**src/rtl/knn_vote.sv**
```systemverilog
// Majority vote over a sorted k-nearest-neighbour list.
// One label compare per cycle, giving n*n scan cycles. Ties go to the label seen first.
module knn_vote #(
  parameter int DATA_W  = 32,
  parameter int LABEL_W = 8,
  parameter int K       = 4,
  parameter int CNT_W   = $clog2(K+1)
) (
  input  logic                          clk,
  input  logic                          rst,
  input  logic                          start,
  input  logic [K*(DATA_W+LABEL_W)-1:0] neighbour_info,
  input  logic [CNT_W-1:0]              n_valid,
  output logic                          busy,
  output logic                          done,
  output logic [LABEL_W-1:0]            class_label,
  output logic [CNT_W-1:0]              class_votes,
  output logic [DATA_W-1:0]             class_dist
);

  typedef enum logic [1:0] {IDLE = 2'd0, SCAN = 2'd1, DONE = 2'd2} state_t;

  state_t                        state_r, state_s;
  logic [K*(DATA_W+LABEL_W)-1:0] info_r;
  logic [CNT_W-1:0]              n_r, i_r, j_r, run_r, best_cnt_r;
  logic [LABEL_W-1:0]            best_label_r;
  logic [DATA_W-1:0]             best_dist_r;

  logic [CNT_W-1:0]              n_clamp_s, last_s, run_s;
  logic [LABEL_W-1:0]            lab_i_s, lab_j_s;
  logic [DATA_W-1:0]             dist_i_s;
  logic                          row_end_s, scan_end_s, better_s;

  assign busy = (state_r != IDLE);
  assign done = (state_r == DONE);

  // Entry selection, clamping and compare/accumulate datapath
  always_comb begin
    n_clamp_s = (n_valid > CNT_W'(K)) ? CNT_W'(K) : n_valid;
    last_s    = n_r - CNT_W'(1);
    lab_i_s   = '0;
    lab_j_s   = '0;
    dist_i_s  = '0;
    for (int k = 0; k < K; k++) begin
      if (i_r == CNT_W'(k)) begin
        lab_i_s  = info_r[k*LABEL_W +: LABEL_W];
        dist_i_s = info_r[K*LABEL_W + k*DATA_W +: DATA_W];
      end else begin
        lab_i_s  = lab_i_s;
        dist_i_s = dist_i_s;
      end
      if (j_r == CNT_W'(k)) begin
        lab_j_s = info_r[k*LABEL_W +: LABEL_W];
      end else begin
        lab_j_s = lab_j_s;
      end
    end
    run_s      = run_r + ((lab_i_s == lab_j_s) ? CNT_W'(1) : CNT_W'(0));
    row_end_s  = (j_r == last_s);
    scan_end_s = row_end_s && (i_r == last_s);
    // strict compare keeps the earlier label on a tie
    better_s   = (run_s > best_cnt_r);
  end

  // Next-state logic
  always_comb begin
    state_s = state_r;
    case (state_r)
      IDLE: begin
        if (start) begin
          state_s = (n_clamp_s == CNT_W'(0)) ? DONE : SCAN;
        end else begin
          state_s = IDLE;
        end
      end
      SCAN: begin
        if (scan_end_s) begin
          state_s = DONE;
        end else begin
          state_s = SCAN;
        end
      end
      DONE:    state_s = IDLE;
      default: state_s = IDLE;
    endcase
  end

  // State register
  always_ff @(posedge clk or negedge rst) begin
    if (!rst) begin
      state_r <= IDLE;
    end else begin
      state_r <= state_s;
    end
  end

  // Capture, scan counters and result registers
  always_ff @(posedge clk or negedge rst) begin
    if (!rst) begin
      info_r       <= '0;
      n_r          <= '0;
      i_r          <= '0;
      j_r          <= '0;
      run_r        <= '0;
      best_cnt_r   <= '0;
      best_label_r <= '0;
      best_dist_r  <= '0;
      class_label  <= '0;
      class_votes  <= '0;
      class_dist   <= '0;
    end else begin
      case (state_r)
        IDLE: begin
          if (start) begin
            info_r       <= neighbour_info;
            n_r          <= n_clamp_s;
            i_r          <= '0;
            j_r          <= '0;
            run_r        <= '0;
            best_cnt_r   <= '0;
            best_label_r <= '0;
            best_dist_r  <= '0;
            if (n_clamp_s == CNT_W'(0)) begin
              class_label <= '0;
              class_votes <= '0;
              class_dist  <= '1;
            end
          end
        end
        SCAN: begin
          if (row_end_s) begin
            run_r <= '0;
            j_r   <= '0;
            i_r   <= i_r + CNT_W'(1);
            if (better_s) begin
              best_cnt_r   <= run_s;
              best_label_r <= lab_i_s;
              best_dist_r  <= dist_i_s;
            end
            if (scan_end_s) begin
              class_label <= better_s ? lab_i_s  : best_label_r;
              class_votes <= better_s ? run_s    : best_cnt_r;
              class_dist  <= better_s ? dist_i_s : best_dist_r;
            end
          end else begin
            j_r   <= j_r + CNT_W'(1);
            run_r <= run_s;
          end
        end
        DONE:    ;
        default: ;
      endcase
    end
  end

endmodule

```
**config.mk**
```make
export PLATFORM = sky130hd
export DESIGN_NAME = knn_vote
export DESIGN_NICKNAME = d
export VERILOG_FILES = /design/src/rtl/knn_vote.sv
export SDC_FILE = /design/constraint.sdc
export NUM_CORES = 1
export LEC_CHECK = 0
export BUFFER_PORTS_ARGS = -buffer_cell sky130_fd_sc_hd__buf_4
export CORE_MARGIN = 2
export CORE_UTILIZATION = 30
export DETAILED_ROUTE_END_ITERATION = 8
export HOLD_SLACK_MARGIN = 0.06
export SLEW_MARGIN = 20
export SYNTH_ARGS = -nofsm -noshare
export SYNTH_HDL_FRONTEND = slang
export SYNTH_SLANG_ARGS = --single-unit
```
**constraint.sdc**
```tcl
create_clock -name clk -period 5.7 [get_ports clk]
set_clock_uncertainty 0.05 [all_clocks]
set_input_delay 1.14 -clock clk [delete_from_list [all_inputs] [get_ports clk]]
set_output_delay 1.14 -clock clk [all_outputs]
set_load 0.01 [all_outputs]
```
==> run summary <==
status: finished, final reports clean
largest family of logic cells by synthesized area: multiplexers
FF-to-FF setup slack: 0.81 ns
Slew Limit Fails: 0
DRT iter0 DRCs: 416
#FFs+latches synth: 260
total track usage: 0.1570
most common library cells after synthesis: 260 x dfrtp_1, 177 x mux2_2, 84 x nand2_1
crit-path most repeated cell: ha_1
synth unique cells: 43
pwr dens: 690.7 mW/mm2
CP endpoint kind: flop
simple-gate share of the synthesized area: 0.08243
clk buf depth: 3
hold slack final: 0.4256 ns
RR Endpoint: class_dist[5]
xor and xnor area share after synthesis: 0.007656
drt total wl: 32,560 um
die height: 203.4 um
period utilization: 0.8570
Synth area leaders: dfrtp_1 55%, mux2_2 17%, a22o_1 2.6%
mux cell area share after synthesis: 0.1679
clock sinks: 260
DR WL/cell: 18.82 um
Port Buffer Count: 210
CP endpoint: class_dist[5]
Ys Warns: 0
worst endpoint data arrival time: 5.33 ns
area grow syn2layout: 26.64%
maximum clock rate: 0.2047 GHz
cell area after layout: 0.01511 mm2
DRC: 0
Routed Antenna Nets: 0
Starting Density: 0.3024
RD Place Congestion: 0.7701
CP startpoint: j_r[0]
DP Cell Count: 1,675
Placed Area: 0.01406 mm2
Antenna diodes: 0
Non-Filler Instances: 1,730
crit-path max cell delay: 0.45 ns
min cycle time layout: 4.885 ns
Leakage: 6.694 nW
CTS H-Tree Depth: 1
register area share after synthesis: 0.5454
initial antenna violation count: 0
Required @ worst endpoint: 6.15 ns
compound-gate portion of the synthesized area: 0.1503
share of post-route cells with drive strength above 1: 0.3867
RR Startpoint: j_r[0]
share of flip-flops with an asynchronous set or reset: 1.000
# setup viols final: 0
most common cell in the netlist: dfrtp_1
largest area contributor in the netlist: dfrtp_1
adder-cell area share of the yosys netlist: 0.01678
DRT Pass-1 Iters: 4
Worst Reg-to-Reg Cells: 17
CTS tree: built
Post-synth EDFFs: 0
Root Driver: clkbuf_16
Resize count post-CTS: 0
final total power: 10.44 mW
final setup TNS: 0 ns
worst path cell trace: ha_1, ha_1, or2_2, a211oi_1, a211oi_1, nor4b_1, and4_1, ha_1, ha_1, xor2_1, ha_1, a31oi_1, buf_4, a21o_1, buf_4, o22ai_1, o21ai_0
hpwl dp: 21,420 um
row count: 73
gr ovfl total: 0
Top Ports: 211
Max VDD drop: 0.6516 mV
CP max FO: 32
Worst-Skew Late Latency: 0.59 ns
Syn Nets: 1,179
HP Class: flop to flop
most common flop cell mapped by yosys: dfrtp_1
max-cap violations: 0
post-CTS setup buffer count: 0
Worst setup SP type: flop
post-DR vias/cell: 5.045
Vias: 8,727
RSZ-0062 raised after global routing: false
pin count of the biggest net entering global routing: 132
Syn Inst Count: 997
Critical Path Stages: 17
Post-Syn Area: 0.01193 mm2
cts bufs inserted: 31
Buf/Inv on CP: 2
vias in the first global route: 9,009
CP delay by family, top: compound AO/OA/AOI/OAI gates
Clock Pin Slew Worst Setup and Hold Paths: 0.06 ns
core area: 0.03946 mm2
Die Area: 0.04138 mm2
syn avg cell area: 11.97 um2
first-pass GRT wire length: 51,610 um
final setup margin: 0.8149 ns
Final Hold Viols: 0
Final Util: 0.3829
final net count: 1,365
die width: 203.4 um
WS Path Type: flop to flop
Hold Buf Count CTS: 0
Setup WS pre-CTS: 0.8718 ns
Synth top area share: 0.5454
Slew @ Worst Pin: 0.8320 ns
slew margin rel.: 0.4453
crit path max-delay cell type: dfrtp_1
[worst min-delay path: stages (launching register included)]
cell     delay (ns)
dfrtp_1        0.34
nand2_1        0.05
o31ai_1        0.05
[cells by family (layout without fill, tap and decap cells)]
kind of cell | Yosys count | after routing
buffers and inverters | 87 | 295
multiplexers | 178 | 178
flip-flops | 260 | 260
AND/OR/NAND/NOR | 198 | 198
XOR/XNOR | 7 | 7
adder cells (fa/ha/maj) | 16 | 16
AO/OA/AOI/OAI | 251 | 251
[metal layers]
layer / routed length [um] / vias up / global-route usage / share of wire
met1: 14300 / 4374 / 0.2085 / 0.44
met3: 1858 / 73 / 0.03611 / 0.057
met2: 15150 / 224 / 0.2501 / 0.47
met4: 1254 / 0 / 0.05813 / 0.039
li1: - / 4056 / - / -
met5: 0 / - / 0 / 0
[area by class of cell]
cell class              count  area, um2
multi-input cells         650       5116
inverters                  14      52.55
flip-flops and latches    260       6506
clock inverters            12      186.4
fillers                  3863      24350
clock buffers              43      860.8
well taps                 525      656.9
repair buffers            226       1729
[sequential cells by signal (all words and copies together), names as in the netlist]
| register | flops |
|---|---|
| best_cnt_r | 3 |
| best_dist_r | 32 |
| best_label_r | 8 |
| class_dist | 32 |
| class_label | 8 |
| class_votes | 3 |
| i_r | 3 |
| info_r | 160 |
| j_r | 3 |
| n_r | 3 |
| run_r | 3 |
| state_r | 2 |
[layout by cell type (no fill, tap or decap), types with 2 or more instances in the layout]
cell         n
inv_6        2
clkinv_2     4
clkbuf_16   31
xor3_1       2
buf_12       2
a22o_1      36
clkbuf_1     8
o22ai_1     31
inv_1       13
nand2_1     84
mux2_2     177
o21ai_0     38
xnor2_1      4
nand3b_1    18
and2_1      17
a221oi_1    32
nor2b_1     19
o211a_1      4
clkbuf_8     4
o31ai_1     38
a21oi_1     28
ha_1        15
o211ai_1     5
nor2_1      37
bufinv_16    4
a211oi_1    24
buf_4      223
nor4b_1      4
a211o_1      9
nor3_1       4
nor2b_4      2
nor2_4       2
dfrtp_1    260
or2_2        3
a21o_1       2
[power breakdown]
group	internal (mW)	switching, mW
Combinational	2.27	2.86
Sequential	2.74	0.520
Clock	1.24	0.802
Total	6.25	4.19
[worst min path at each step]
stage | to | slack, ns | start | cells past startpoint
4_1_cts | class_dist[31] | 0.43 | class_dist[31] | 2
5_1_grt | best_dist_r[31] | 0.45 | best_dist_r[31] | 1
3_3_place_gp | best_dist_r[31] | 0.41 | best_dist_r[31] | 1
3_5_place_dp | class_dist[31] | 0.42 | class_dist[31] | 2
6_report | class_dist[31] | 0.43 | class_dist[31] | 2
2_1_floorplan | best_dist_r[31] | 0.40 | best_dist_r[31] | 1
Power figures use the tool's default switching activity.
